<file path="src/rtl/mips_alu_if.sv">
// ============================================================================
//  Module      : mips_alu_if
//  Description : Operand/control and result bus of the MIPS ALU, with the
//                valid qualifier on each direction.
//  Revision    : 1.0 - initial release
// ============================================================================
`default_nettype none

interface mips_alu_if #(
    parameter int WIDTH = 32
);
    logic             in_valid;
    logic [WIDTH-1:0] SrcA;
    logic [WIDTH-1:0] SrcB;
    logic [2:0]       ALUControl;
    logic [WIDTH-1:0] ALUResult;
    logic             zero;
    logic             overflow;
    logic             out_valid;

    modport master (
        output in_valid, SrcA, SrcB, ALUControl,
        input  ALUResult, zero, overflow, out_valid
    );

    modport slave (
        input  in_valid, SrcA, SrcB, ALUControl,
        output ALUResult, zero, overflow, out_valid
    );
endinterface

`default_nettype wire

</file>
<file path="src/rtl/mips_alu.sv">
// ============================================================================
//  Module      : mips_alu
//  Description : 32-bit MIPS ALU (AND/OR/ADD/SUB/SLT and complemented-B logic
//                ops) with a single registered output stage.
//  Revision    : 1.0 - initial release
// ============================================================================
`default_nettype none

module mips_alu #(
    parameter int WIDTH = 32
) (
    input  wire logic  clk,
    input  wire logic  rst_n,
    mips_alu_if.slave  bus
);

    localparam logic [2:0] c_OP_AND  = 3'b000;
    localparam logic [2:0] c_OP_OR   = 3'b001;
    localparam logic [2:0] c_OP_ADD  = 3'b010;
    localparam logic [2:0] c_OP_ANDN = 3'b100;
    localparam logic [2:0] c_OP_ORN  = 3'b101;
    localparam logic [2:0] c_OP_SUB  = 3'b110;
    localparam logic [2:0] c_OP_SLT  = 3'b111;

    localparam logic [WIDTH-1:0] c_ONE  = {{(WIDTH-1){1'b0}}, 1'b1};
    localparam logic [WIDTH-1:0] c_ZERO = '0;

    logic [WIDTH-1:0] w_a;
    logic [WIDTH-1:0] w_b;
    logic [WIDTH-1:0] w_b_inv;
    logic [WIDTH-1:0] w_sum;
    logic [WIDTH-1:0] w_diff;
    logic             w_add_ovf;
    logic             w_sub_ovf;
    logic             w_lt;
    logic [WIDTH-1:0] w_result;
    logic             w_ovf;

    logic [WIDTH-1:0] r_result;
    logic             r_ovf;
    logic             r_valid;

    assign w_a     = bus.SrcA;
    assign w_b     = bus.SrcB;
    assign w_b_inv = ~w_b;
    assign w_sum   = w_a + w_b;
    assign w_diff  = w_a + w_b_inv + c_ONE;

    assign w_add_ovf = (w_a[WIDTH-1] == w_b[WIDTH-1]) && (w_sum[WIDTH-1]  != w_a[WIDTH-1]);
    assign w_sub_ovf = (w_a[WIDTH-1] != w_b[WIDTH-1]) && (w_diff[WIDTH-1] != w_a[WIDTH-1]);
    // Sign of the difference corrected by overflow gives the true signed compare.
    assign w_lt      = w_diff[WIDTH-1] ^ w_sub_ovf;

    always_comb begin
        w_result = c_ZERO;
        w_ovf    = 1'b0;
        case (bus.ALUControl)
            c_OP_AND:  w_result = w_a & w_b;
            c_OP_OR:   w_result = w_a | w_b;
            c_OP_ADD: begin
                w_result = w_sum;
                w_ovf    = w_add_ovf;
            end
            c_OP_ANDN: w_result = w_a & w_b_inv;
            c_OP_ORN:  w_result = w_a | w_b_inv;
            c_OP_SUB: begin
                w_result = w_diff;
                w_ovf    = w_sub_ovf;
            end
            c_OP_SLT:  w_result = {{(WIDTH-1){1'b0}}, w_lt};
            default:   w_result = c_ZERO;
        endcase
    end

    always_ff @(posedge clk or negedge rst_n) begin
        if (!rst_n) begin
            r_result <= c_ZERO;
            r_ovf    <= 1'b0;
            r_valid  <= 1'b0;
        end else begin
            r_valid <= bus.in_valid;
            if (bus.in_valid) begin
                r_result <= w_result;
                r_ovf    <= w_ovf;
            end
        end
    end

    // Derived from the held result so it can never disagree with ALUResult.
    assign bus.zero      = (r_result == c_ZERO);
    assign bus.ALUResult = r_result;
    assign bus.overflow  = r_ovf;
    assign bus.out_valid = r_valid;

endmodule

`default_nettype wire

</file>
<file path="src/flat_wrapper.sv">
// flat-port wrapper written by rule: the top's interface ports become plain ports
module mips_alu_flat 
#(
    parameter int WIDTH = 32
)
  (clk, rst_n, bus_in_valid, bus_SrcA, bus_SrcB, bus_ALUControl, bus_ALUResult, bus_zero, bus_overflow, bus_out_valid);
  mips_alu_if #(.WIDTH(WIDTH)) bus_i ();
  input  wire logic clk;
  input  wire logic rst_n;
  input wire logic [$bits(bus_i.in_valid)-1:0] bus_in_valid;
  input wire logic [$bits(bus_i.SrcA)-1:0] bus_SrcA;
  input wire logic [$bits(bus_i.SrcB)-1:0] bus_SrcB;
  input wire logic [$bits(bus_i.ALUControl)-1:0] bus_ALUControl;
  output wire logic [$bits(bus_i.ALUResult)-1:0] bus_ALUResult;
  output wire logic [$bits(bus_i.zero)-1:0] bus_zero;
  output wire logic [$bits(bus_i.overflow)-1:0] bus_overflow;
  output wire logic [$bits(bus_i.out_valid)-1:0] bus_out_valid;
  assign bus_i.in_valid = bus_in_valid;
  assign bus_i.SrcA = bus_SrcA;
  assign bus_i.SrcB = bus_SrcB;
  assign bus_i.ALUControl = bus_ALUControl;
  assign bus_ALUResult = bus_i.ALUResult;
  assign bus_zero = bus_i.zero;
  assign bus_overflow = bus_i.overflow;
  assign bus_out_valid = bus_i.out_valid;
  mips_alu #(.WIDTH(WIDTH)) u_core (.clk(clk), .rst_n(rst_n), .bus(bus_i));
endmodule
</file>
<file path="config.mk">
export PLATFORM = sky130hd
export DESIGN_NAME = mips_alu_flat
export DESIGN_NICKNAME = d
export VERILOG_FILES = /design/src/rtl/mips_alu_if.sv /design/src/rtl/mips_alu.sv /design/src/flat_wrapper.sv
export SDC_FILE = /design/constraint.sdc
export NUM_CORES = 1
export LEC_CHECK = 0
export CAP_MARGIN = 20
export CORE_MARGIN = 2
export CORE_UTILIZATION = 35
export CTS_BUF_LIST = sky130_fd_sc_hd__clkbuf_8
export CTS_CLUSTER_DIAMETER = 80
export DETAILED_ROUTE_END_ITERATION = 8
export PLACE_DENSITY = 0.59
export SETUP_SLACK_MARGIN = 0.5
export SYNTH_ARGS = -nofsm -noshare
export SYNTH_HDL_FRONTEND = slang
export SYNTH_SLANG_ARGS = --single-unit
export TNS_END_PERCENT = 10
</file>
<file path="constraint.sdc">
create_clock -name clk -period 1.76 [get_ports clk]
set_clock_uncertainty 0.1 [all_clocks]
set_input_delay 0.44 -clock clk [delete_from_list [all_inputs] [get_ports clk]]
set_output_delay 0.44 -clock clk [all_outputs]
set_load 0.02 [all_outputs]
</file>
==> results.sh, run 1 <==
export IMPL_outcome="complete, but fails checks"
export IMPL_failed_checks="negative setup slack"
export IMPL_cap_violations=0
export IMPL_finalMaxSlewViolations=0
export IMPL_dr_total_vias=7429
export IMPL_h_tree_depth=2
export IMPL_cts_root_buf="clkbuf_8"
export IMPL_period_share_pct=182
export IMPL_flow_area_growth_from_synthesis_pct=79.6
export IMPL_crit_family="compound AO/OA/AOI/OAI gates"
export IMPL_drt_wl_total_um=23600
export IMPL_synth_seq_cells=34
export IMPL_drt_initial_drc_count=511
export IMPL_dp_cells=1370
export IMPL_die_width_um=133
export IMPL_crit_buf_inv=2
export IMPL_critPathSlowestCell="fa_1"
export IMPL_yosysMostFrequentCell="a21oi_1"
export IMPL_synth_mux_area_share_pct=0.879
export IMPL_peakVddDrop_uv=324
export IMPL_cpPeakStageDelay_ps=480
export IMPL_grt_max_degree=35
export IMPL_cp_required_ps=1840
export IMPL_async_flop_share_pct=100
export IMPL_port_buffers=104
export IMPL_yosys_area_top_type_share_pct=14.6
export IMPL_synth_cells=792
export IMPL_arrival_ps=3290
export IMPL_synthXorXnorAreaFrac_pct=8.40
export IMPL_synthesis_area_sq_um=5840
export IMPL_routedWlPerCell_um=16.8
export IMPL_hp_class="in -> async"
export IMPL_synth_top_family_by_area="compound AO/OA/AOI/OAI gates"
export IMPL_syn_area_per_cell_sq_um=7.37
export IMPL_synthTopCellsByArea="dfrtp_1, ha_1, a21oi_1, xor2_1, inv_1"
export IMPL_cts_hold_buffers=0
export IMPL_grt_pass1_vias=7343
export IMPL_core_area_sq_um=16500
export IMPL_stdcell_area_sq_um=10500
export IMPL_worstRegToRegCells=7
export IMPL_clock_latency_ps=290
export IMPL_ys_types=83
export IMPL_antenna_found_initial=0
export IMPL_leakagePower_nw=4.70
export IMPL_tritoncts="yes"
export IMPL_final_nets=1319
export IMPL_end_kind="register"
export IMPL_globalRoute_totalOverflow=0
export IMPL_diodes=0
export IMPL_num_rows=47
export IMPL_worst_pin_slew_ps=496
export IMPL_multiInputGateArea_sq_um=5300
export IMPL_firstDrtPassIters=6
export IMPL_path_cells="buf_8 -> inv_4 -> ha_4 -> a21oi_4 -> o221ai_2 -> a41o_1 -> a221o_1 -> a41oi_2 -> o21ai_2 -> a21o_1 -> a21oi_2 -> fa_1 -> and3_1 -> a21oi_1 -> o32a_1 -> o31ai_1"
export IMPL_synth_simple_area_share_pct=18.1
export IMPL_synth_edff_count=0
export IMPL_grt_total_usage_pct=26.2
export IMPL_setup_viol=31
export IMPL_io_pins=105
export IMPL_drtAntennaViolNets=0
export IMPL_power_density_nw_per_um2=521
export IMPL_setup_slack_ps=-1440
export IMPL_vias_per_cell=5.29
export IMPL_synth_largest_area_cell="dfrtp_1"
export IMPL_die_h_um=133
export IMPL_grt_pass1_wl_um=37600
export IMPL_slew_headroom_pct=66.6
export IMPL_rsz0062_at_grt="yes"
export IMPL_synth_compound_area_share_pct=32.8
export IMPL_initial_core_util_pct=35.5
export IMPL_cp_depth=16
export IMPL_synth_adder_area_share_pct=17.1
export IMPL_dieArea_sq_um=17700
export IMPL_period_needed_ps=3200
export IMPL_worst_path_max_fanout=3
export IMPL_drive_gt1_share_pct=47.3
export IMPL_synthFlopType="dfrtp_1"
export IMPL_hpwl_um=18300
export IMPL_cts_made_buffers=5
export IMPL_fmax_mhz=312
export IMPL_ys_warn_count=0
export IMPL_synthTopCellsByCount="a21oi_1, inv_1, ha_1, nor2_1, o21ai_0"
export IMPL_hold_viol_final=0
export IMPL_syn_nets=927
export IMPL_crit_path_start_kind="input port"
export IMPL_cts_clk_slew_worst_paths_ps=90
export IMPL_crit_type="in -> reg"
export IMPL_finalNonFillerCells=1405
export IMPL_setup_tns_ps=-27940
export IMPL_fillCellCount=1489
export IMPL_register_area_sq_um=851
export IMPL_drc=0
export IMPL_place_area_sq_um=9380
export IMPL_synth_seq_area_share_pct=14.6
export IMPL_cts_sinks=34
export IMPL_place_gp_congestion=0.920
export IMPL_cts_buffer_depth=2
-- kinds of logic (layout without fill, tap and decap cells) --
kind of cell | after synthesis | after routing
flops | 34 | 34
compound gates | 291 | 291
fa+ha+maj | 81 | 81
simple gates | 209 | 209
xor+xnor | 56 | 56
mux | 5 | 5
buf+inv | 116 | 509
-- path summary, 6_finish.rpt --
path / slack, ps / endpoint / startpoint
setup / recovery: -1440 / u_core.bus.overflow / bus_SrcB[18]
hold / removal: 90 / u_core.bus.ALUResult[6] / rst_n
setup reg to reg: 110 / u_core.bus.ALUResult[29] / u_core.bus.ALUResult[29]
hold reg to reg: 500 / u_core.bus.ALUResult[2] / u_core.bus.ALUResult[2]
max in group asynchronous: 1130 / u_core.bus.overflow / rst_n
min in group clk: 430 / u_core.bus.out_valid / bus_in_valid
-- layout by cell type (no fill, tap or decap), types with 9 or more instances in the layout --
cell type,n
a21oi_1,96
a21oi_2,14
buf_2,20
buf_4,275
buf_6,86
clkdlybuf4s15_2,11
clkdlybuf4s50_1,11
dfrtp_1,34
dlygate4sd2_1,12
ha_1,34
ha_4,25
inv_1,41
inv_2,25
maj3_1,16
nand2_1,36
nand2b_1,9
nand3_1,10
nand4_1,9
nor2_1,60
nor2b_1,20
nor3_1,13
nor4_1,10
o211ai_1,10
o21ai_0,34
o21ai_1,17
o22ai_1,10
o31ai_1,14
xnor2_1,26
xor2_1,30
-- per-layer routing --
layer,vias to the layer above,global-route usage [%],part of all wire (%)
met5,-,0,0
li1,3651,-,-
met3,33,2.36,5.0
met4,0,6.50,2.3
met2,251,44.2,47
met1,3494,36.3,46
-- registers in the layout, indices dropped and copies added, names as in the netlist --
signal	count
u_core.bus.ALUResult	32
u_core.bus.overflow	1
u_core.bus.out_valid	1
-- per-stage QoR --
stage / hold WS (ps) / power, mW / worst slack [ps] / util (%)
6_report: 89.8 / 5.47 / -1440 / 63.7
2_1_floorplan: 44.4 / 2.54 / -1440 / -
3_5_place_dp: 417 / 4.16 / -2230 / 57.0
3_3_place_gp: 413 / 4.14 / -2160 / 57.0
4_1_cts: 89.8 / 5.32 / -1480 / 62.4
5_1_grt: 137 / 5.79 / -1540 / 63.7
-- area by class of cell --
class,instances,area share (%)
Sequential cell,34,8.11
Clock buffer,5,0.656
Inverter,71,2.71
Timing Repair Buffer,430,34.9
Multi-Input combinational cell,642,50.6
Tap cell,220,2.62
Clock inverter,3,0.429
-- power by group --
group          switching, mW  total, mW  internal [mW]
clock network          0.341      0.763          0.422
logic                   1.78       3.72           1.93
registers             0.0981      0.987          0.889
total                   2.22       5.47           3.25
-- repair_timing --
item	in CTS	in global routing
setup endpoints to repair	68	68
cloned	0	0
setup buffers	25	2
hold endpoints to repair	0	0
resized for setup	495	69
pin swaps	70	36
Power figures use the tool's default switching activity.
==> run 2: changes to the inputs <==
- ABC_CLOCK_PERIOD_IN_PS: default -> 1760
- CORE_ASPECT_RATIO: default -> 1.25
- PLACE_DENSITY: 0.59 -> 0.57
==> run 2 against run 1 <==
The run still ends with negative setup slack left. Sequential share of layout area down 0.26 points. Die area about the same. Utilization up 3.0 points. Total power up 3.7%. Combinational power up 5%. Critical path depth down 1. First-iteration DRC count down 17%. Final area up 3.4%. Clock-buffer cell count unchanged. Setup slack worse by 40 ps. Largest cell class unchanged.
==> results.sh, run 2 (synthesized netlist as in run 1, its figures left out) <==
export IMPL_io_pins=105
export IMPL_place_area_sq_um=9490
export IMPL_clock_latency_ps=310
export IMPL_grt_total_usage_pct=27.5
export IMPL_cts_sinks=34
export IMPL_grt_pass1_wl_um=38900
export IMPL_final_cell_mix="buf_4, a21oi_1, buf_6"
export IMPL_globalRoute_totalOverflow=0
export IMPL_vias_per_cell=5.31
export IMPL_crit_path_start_kind="input port"
export IMPL_hpwl_um=19200
export IMPL_busiest_layer="met2"
export IMPL_cts_clk_slew_worst_paths_ps=90
export IMPL_cap_violations=0
export IMPL_crit_type="in -> reg"
export IMPL_place_gp_congestion=0.938
export IMPL_worst_pin_slew_ps=599
export IMPL_h_tree_depth=2
export IMPL_setup_viol=31
export IMPL_end_kind="register"
export IMPL_final_common_cell="buf_4"
export IMPL_rsz0062_at_grt="yes"
export IMPL_grt_pass1_vias=7694
export IMPL_drc=0
export IMPL_hp_class="in -> async"
export IMPL_routedWlPerCell_um=17.3
export IMPL_flow_area_growth_from_synthesis_pct=85.7
export IMPL_cts_root_buf="clkbuf_8"
export IMPL_initial_core_util_pct=35.9
export IMPL_leakagePower_nw=4.89
export IMPL_cts_made_buffers=5
export IMPL_hold_viol_final=0
export IMPL_use_met2_pct=53.2
export IMPL_peakVddDrop_uv=317
export IMPL_fillCellCount=1372
export IMPL_register_area_sq_um=851
export IMPL_setup_slack_ps=-1480
export IMPL_path_cells="buf_8 -> ha_4 -> a21oi_4 -> o221ai_2 -> a41o_1 -> a221o_1 -> a41oi_4 -> o21ai_2 -> a21o_1 -> a21oi_2 -> fa_1 -> nor2_1 -> a21oi_1 -> o32a_1 -> o31ai_1"
export IMPL_dieArea_sq_um=17700
export IMPL_drt_initial_drc_count=423
export IMPL_hold_slack_ps=19.8
export IMPL_arrival_ps=3380
export IMPL_met3_usage_pct=2.30
export IMPL_outcome="complete, but fails checks"
export IMPL_met1_usage_pct=31.2
export IMPL_finalNonFillerCells=1431
export IMPL_worst_path_max_fanout=3
export IMPL_die_width_um=120
export IMPL_critPathSlowestCell="fa_1"
export IMPL_power_density_nw_per_um2=523
export IMPL_dr_total_vias=7604
export IMPL_port_buffers=104
export IMPL_num_rows=52
export IMPL_drive_gt1_share_pct=49.1
export IMPL_cts_buffer_depth=2
export IMPL_cp_required_ps=1890
export IMPL_die_h_um=148
export IMPL_stdcell_area_sq_um=10800
export IMPL_final_nets=1349
export IMPL_crit_buf_inv=1
export IMPL_slew_headroom_pct=60.1
export IMPL_firstDrtPassIters=5
export IMPL_finalMaxSlewViolations=0
export IMPL_crit_family="compound AO/OA/AOI/OAI gates"
export IMPL_setup_tns_ps=-29010
export IMPL_grt_max_degree=31
export IMPL_failed_checks="negative setup slack"
export IMPL_tritoncts="yes"
export IMPL_power_mw=5.67
export IMPL_multiInputGateArea_sq_um=5400
export IMPL_largest_reg_flops=32
export IMPL_diodes=0
export IMPL_period_needed_ps=3240
export IMPL_period_share_pct=184
export IMPL_core_area_sq_um=16300
export IMPL_dp_cells=1378
export IMPL_fmax_mhz=308
export IMPL_antenna_found_initial=0
export IMPL_cpPeakStageDelay_ps=480
export IMPL_drtAntennaViolNets=0
export IMPL_drt_wl_total_um=24800
==> run 2: cell types whose count changed in the layout (fill, tap and decap cells not counted), moves of 3 or more <==
| cell | before | now |
|---|---|---|
| inv_1 | 41 | 45 |
| buf_6 | 86 | 96 |
| nor4_2 | 5 | 2 |
| xnor2_1 | 26 | 22 |
| buf_2 | 20 | 17 |
| clkbuf_2 | 3 | 8 |
| xnor2_2 | 0 | 4 |
| nor4_1 | 10 | 14 |
| inv_2 | 25 | 22 |
| o21ai_0 | 34 | 29 |
| nand2_2 | 5 | 2 |
| buf_4 | 275 | 293 |
==> run 2: per-layer routing <==
layer,vias to the layer above,wire length [um]
li1,3724,-
met1,3603,9760
met2,226,13400
met3,51,835
met4,0,736
met5,-,0
==> run 2: layout make-up <==
class / instances / area share (%)
Inverter: 71 / 2.65
Multi-Input combinational cell: 642 / 49.8
Clock buffer: 5 / 0.635
Tap cell: 216 / 2.49
Clock inverter: 3 / 0.346
Sequential cell: 34 / 7.85
Timing Repair Buffer: 460 / 36.3
==> run 2: per-stage QoR <==
step	utilization (%)	worst slack, ps
5_1_grt	66.7	-1580
3_5_place_dp	58.3	-2230
6_report	66.7	-1480
4_1_cts	65.1	-1500
2_1_floorplan	-	-1440
3_3_place_gp	58.3	-2190
==> run 2: path summary, 6_finish.rpt <==
check                                         start                        to  cells after the start  slack (ps)
min in group clk                       bus_in_valid  u_core.bus.ALUResult[29]                      4         420
setup / recovery                       bus_SrcA[16]       u_core.bus.overflow                     15       -1480
max in group asynchronous                     rst_n   u_core.bus.ALUResult[5]                      2         880
hold reg to reg             u_core.bus.ALUResult[5]   u_core.bus.ALUResult[5]                      2         510
setup reg to reg           u_core.bus.ALUResult[29]  u_core.bus.ALUResult[29]                      7         180
hold / removal                                rst_n  u_core.bus.ALUResult[11]                      2          20
==> run 2: repair_timing <==
action	4_1_cts	5_1_grt
setup buffers	34	10
gates resized for setup	527	65
hold buffers	1	0
hold endpoints to repair	11	0
endpoints found under the setup margin	68	79
pin swaps	78	59
==> run 2: power breakdown <==
part | total, mW | switching [mW] | leakage, nW | internal (mW)
combinational | 3.90 | 1.86 | 4.41 | 2.04
sequential | 0.980 | 0.0911 | 0.415 | 0.889
clock | 0.788 | 0.375 | 0.0607 | 0.414
==> run 3: changes to the inputs <==
- CAP_MARGIN: 20 -> default
- CELL_PAD_IN_SITES_DETAIL_PLACEMENT: default -> 2
- CELL_PAD_IN_SITES_GLOBAL_PLACEMENT: default -> 2
- CORE_UTILIZATION: 35 -> 31
- PLACE_DENSITY: 0.57 -> 0.83
==> run 3 against run 2 <==
The flow now stops in 4_1_cts. Synthesized area is the same. Synthesized cell count is the same.
==> results.sh, run 3 <==
export IMPL_synthTopCellsByArea="dfrtp_1, ha_1, a21oi_1, xor2_1, inv_1"
export IMPL_lastStage="4_1_cts"
export IMPL_cts_sinks=34
export IMPL_synthesis_area_sq_um=5840
export IMPL_port_buffers=104
export IMPL_cts_resized=545
export IMPL_hpwl_um=31100
export IMPL_yosysMostFrequentCell="a21oi_1"
export IMPL_initial_core_util_pct=31.3
export IMPL_cts_hold_buffers=1
export IMPL_ys_warn_count=0
export IMPL_ys_types=83
export IMPL_async_flop_share_pct=100
export IMPL_synth_seq_area_share_pct=14.6
export IMPL_yosys_area_top_type_share_pct=14.6
export IMPL_num_rows=56
export IMPL_synth_largest_area_cell="dfrtp_1"
export IMPL_io_pins=105
export IMPL_synthTopCellsByCount="a21oi_1, inv_1, ha_1, nor2_1, o21ai_0"
export IMPL_outcome="aborted with a tool error"
export IMPL_syn_area_per_cell_sq_um=7.37
export IMPL_synth_cells=792
export IMPL_synth_seq_cells=34
export IMPL_h_tree_depth=2
export IMPL_die_h_um=157
export IMPL_cts_buffer_depth=2
export IMPL_place_gp_congestion=0.955
export IMPL_cts_root_buf="clkbuf_8"
export IMPL_stop_error="[ERROR DPL-0033] detailed placement checks failed during check placement."
export IMPL_syn_nets=927
export IMPL_postCtsSetupBuffers=34
export IMPL_cts_made_buffers=5
export IMPL_synth_edff_count=0
export IMPL_die_width_um=127
export IMPL_synthFlopType="dfrtp_1"
## run 3: cells by family after synthesis
logic type / count (synthesis) / synth area share, %
AO/OA/AOI/OAI: 291 / 32.8
adder cells (fa/ha/maj): 81 / 17.1
AND/OR/NAND/NOR: 209 / 18.1
buffers and inverters: 116 / 8.14
flip-flops: 34 / 14.6
multiplexers: 5 / 0.879
XOR/XNOR: 56 / 8.40
## run 3: metrics by stage
| step | instance area (sq um) | setup TNS [ps] | setup WS [ps] | std cells | hold slack, ps |
|---|---|---|---|---|---|
| 2_1_floorplan | 6060 | -22560 | -1440 | 792 | 44.4 |
| 3_3_place_gp | 9440 | -52830 | -2220 | 1383 | 273 |
| 3_5_place_dp | 9440 | -60830 | -2500 | 1383 | 282 |
==> run 4: changes to the inputs <==
- CELL_PAD_IN_SITES_DETAIL_PLACEMENT: 2 -> default
- CELL_PAD_IN_SITES_GLOBAL_PLACEMENT: 2 -> default
- CORE_ASPECT_RATIO: 1.25 -> default
- CORE_UTILIZATION: 31 -> 20
- CTS_BUF_LIST: sky130_fd_sc_hd__clkbuf_8 -> default
- CTS_CLUSTER_DIAMETER: 80 -> default
- PLACE_DENSITY: 0.83 -> default
- PLACE_DENSITY_LB_ADDON: default -> 0.15
- SETUP_SLACK_MARGIN: 0.5 -> default
==> run 4 against run 3 <==
The flow now finishes, with violations (negative setup slack).
==> results.sh, run 4 (synthesized netlist as in run 1, its figures left out) <==
export IMPL_outcome="complete, but fails checks"
export IMPL_failed_checks="negative setup slack"
export IMPL_core_area_sq_um=28700
export IMPL_tritoncts="yes"
export IMPL_cp_endpoint="u_core.bus.overflow"
export IMPL_dp_cells=1551
export IMPL_period_share_pct=184
export IMPL_grt_pass1_vias=7564
export IMPL_place_area_sq_um=9750
export IMPL_initial_core_util_pct=20.3
export IMPL_switching_share_pct=41.1
export IMPL_power_density_nw_per_um2=517
export IMPL_peakVddDrop_uv=268
export IMPL_crit_type="in -> reg"
export IMPL_drtAntennaViolNets=0
export IMPL_grt_max_degree=27
export IMPL_cts_made_buffers=5
export IMPL_drt_wl_total_um=26700
export IMPL_flow_area_growth_from_synthesis_pct=85.8
export IMPL_drive_gt1_share_pct=45.8
export IMPL_power_frac_comb_pct=65.8
export IMPL_finalNonFillerCells=1589
export IMPL_cts_clk_slew_worst_paths_ps=60
export IMPL_seqPwrFrac_pct=17.2
export IMPL_h_tree_depth=2
export IMPL_antenna_found_initial=0
export IMPL_fmax_mhz=309
export IMPL_worst_pin_slew_ps=527
export IMPL_cts_root_buf="clkbuf_16"
export IMPL_power_mw=5.61
export IMPL_diodes=0
export IMPL_reg2reg_from="u_core.bus.ALUResult[29]"
export IMPL_setup_tns_ps=-27880
export IMPL_largest_reg_flops=32
export IMPL_dr_total_vias=7338
export IMPL_stdcell_area_sq_um=10900
export IMPL_grt_total_usage_pct=17.5
export IMPL_cp_required_ps=1860
export IMPL_die_h_um=175
export IMPL_firstDrtPassIters=5
export IMPL_grt_pass1_wl_um=42400
export IMPL_num_rows=62
export IMPL_io_pins=105
export IMPL_hpwl_um=22000
export IMPL_vias_per_cell=4.62
export IMPL_globalRoute_totalOverflow=0
export IMPL_drc=0
export IMPL_slew_headroom_pct=64.5
export IMPL_setup_slack_ps=-1480
export IMPL_power_switching_mw=2.30
export IMPL_fillCellCount=3060
export IMPL_period_needed_ps=3240
export IMPL_port_buffers=104
export IMPL_end_kind="register"
export IMPL_worst_path_max_fanout=4
export IMPL_worstRegToRegCells=7
export IMPL_crit_path_start_kind="input port"
export IMPL_clock_latency_ps=300
export IMPL_hold_viol_final=0
export IMPL_rr_endpoint="u_core.bus.ALUResult[29]"
export IMPL_cap_violations=0
export IMPL_reg2reg_slack_ps=120
export IMPL_register_area_sq_um=851
export IMPL_drt_initial_drc_count=426
export IMPL_final_nets=1339
export IMPL_power_frac_clock_pct=17.0
export IMPL_place_gp_congestion=0.873
export IMPL_startpoint="bus_SrcB[14]"
export IMPL_cts_buffer_depth=2
export IMPL_final_common_cell="buf_4"
export IMPL_finalMaxSlewViolations=0
export IMPL_setup_viol=32
export IMPL_routedWlPerCell_um=16.8
export IMPL_hp_class="in -> reg"
export IMPL_cts_sinks=34
export IMPL_dieArea_sq_um=30600
export IMPL_p_int_mw=3.31
export IMPL_die_width_um=175
export IMPL_multiInputGateArea_sq_um=5410
export IMPL_arrival_ps=3340
export IMPL_final_cell_mix="buf_4, a21oi_1, nor2_1"
export IMPL_rsz0062_at_grt="yes"
export IMPL_leakagePower_nw=4.83
run 4: stage by stage:
stage / util [%] / worst slack [ps] / hold WS [ps]
3_3_place_gp: 34.0 / -2220 / 277
3_5_place_dp: 34.0 / -2250 / 276
5_1_grt: 37.8 / -1600 / 465
4_1_cts: 37.2 / -1530 / 444
6_report: 37.8 / -1480 / 452
2_1_floorplan: - / -1440 / 44.4
run 4: repair_timing:
| item | in CTS | in global routing |
|---|---|---|
| setup buffers | 31 | 9 |
| setup endpoints to repair | 67 | 35 |
| hold buffers | 1 | 0 |
| pin swaps | 78 | 49 |
| hold endpoints to repair | 12 | 0 |
| gates resized for setup | 320 | 60 |
run 4: area by class of cell:
| class | count | share of cell area (%) |
|---|---|---|
| Multi-Input combinational cell | 642 | 49.9 |
| Timing Repair Buffer | 450 | 33.9 |
| Clock buffer | 7 | 1.31 |
| Sequential cell | 34 | 7.84 |
| Inverter | 71 | 2.57 |
| Tap cell | 384 | 4.43 |
| Clock inverter | 1 | 0.0461 |
run 4: worst min-delay path by stage:
stage	start	endpoint	slack [ps]	cells past startpoint
2_1_floorplan	rst_n	u_core.bus.ALUResult[0]	40	0
3_3_place_gp	rst_n	u_core.bus.ALUResult[28]	280	1
3_5_place_dp	rst_n	u_core.bus.ALUResult[28]	280	1
4_1_cts	bus_SrcA[0]	u_core.bus.ALUResult[0]	440	4
5_1_grt	bus_SrcA[0]	u_core.bus.ALUResult[0]	470	4
6_report	bus_SrcA[0]	u_core.bus.ALUResult[0]	450	4
run 4: routing by layer:
layer  global-route usage, %  routed length [um]  up-vias
met2                    28.6               12100      150
met3                    1.46                 896       27
met4                    4.24                 487        0
li1                        -                   -     3683
met1                    24.9               13200     3478
met5                       0                   0        -
run 4: worst max-delay path: stages:
cell           delay (ps)
dlygate4sd2_1         230
inv_2                  50
ha_4                  280
and3_4                170
and4_4                250
o211ai_1              150
nand2_2               150
a41oi_4               120
o21ai_2               160
a21o_1                140
a21oi_2                60
fa_1                  540
and3_1                160
a21oi_1                40
o32a_1                330
o31ai_1                60
run 4: power groups by stage:
stage	Clock [mW]	Sequential (mW)	Combinational [mW]
global placement	0	0.971	3.34
floorplan	0	1.11	1.43
CTS	0.977	0.957	3.61
detailed placement	0	0.971	3.33
global route	1.00	0.978	4.00
finish	0.954	0.965	3.69
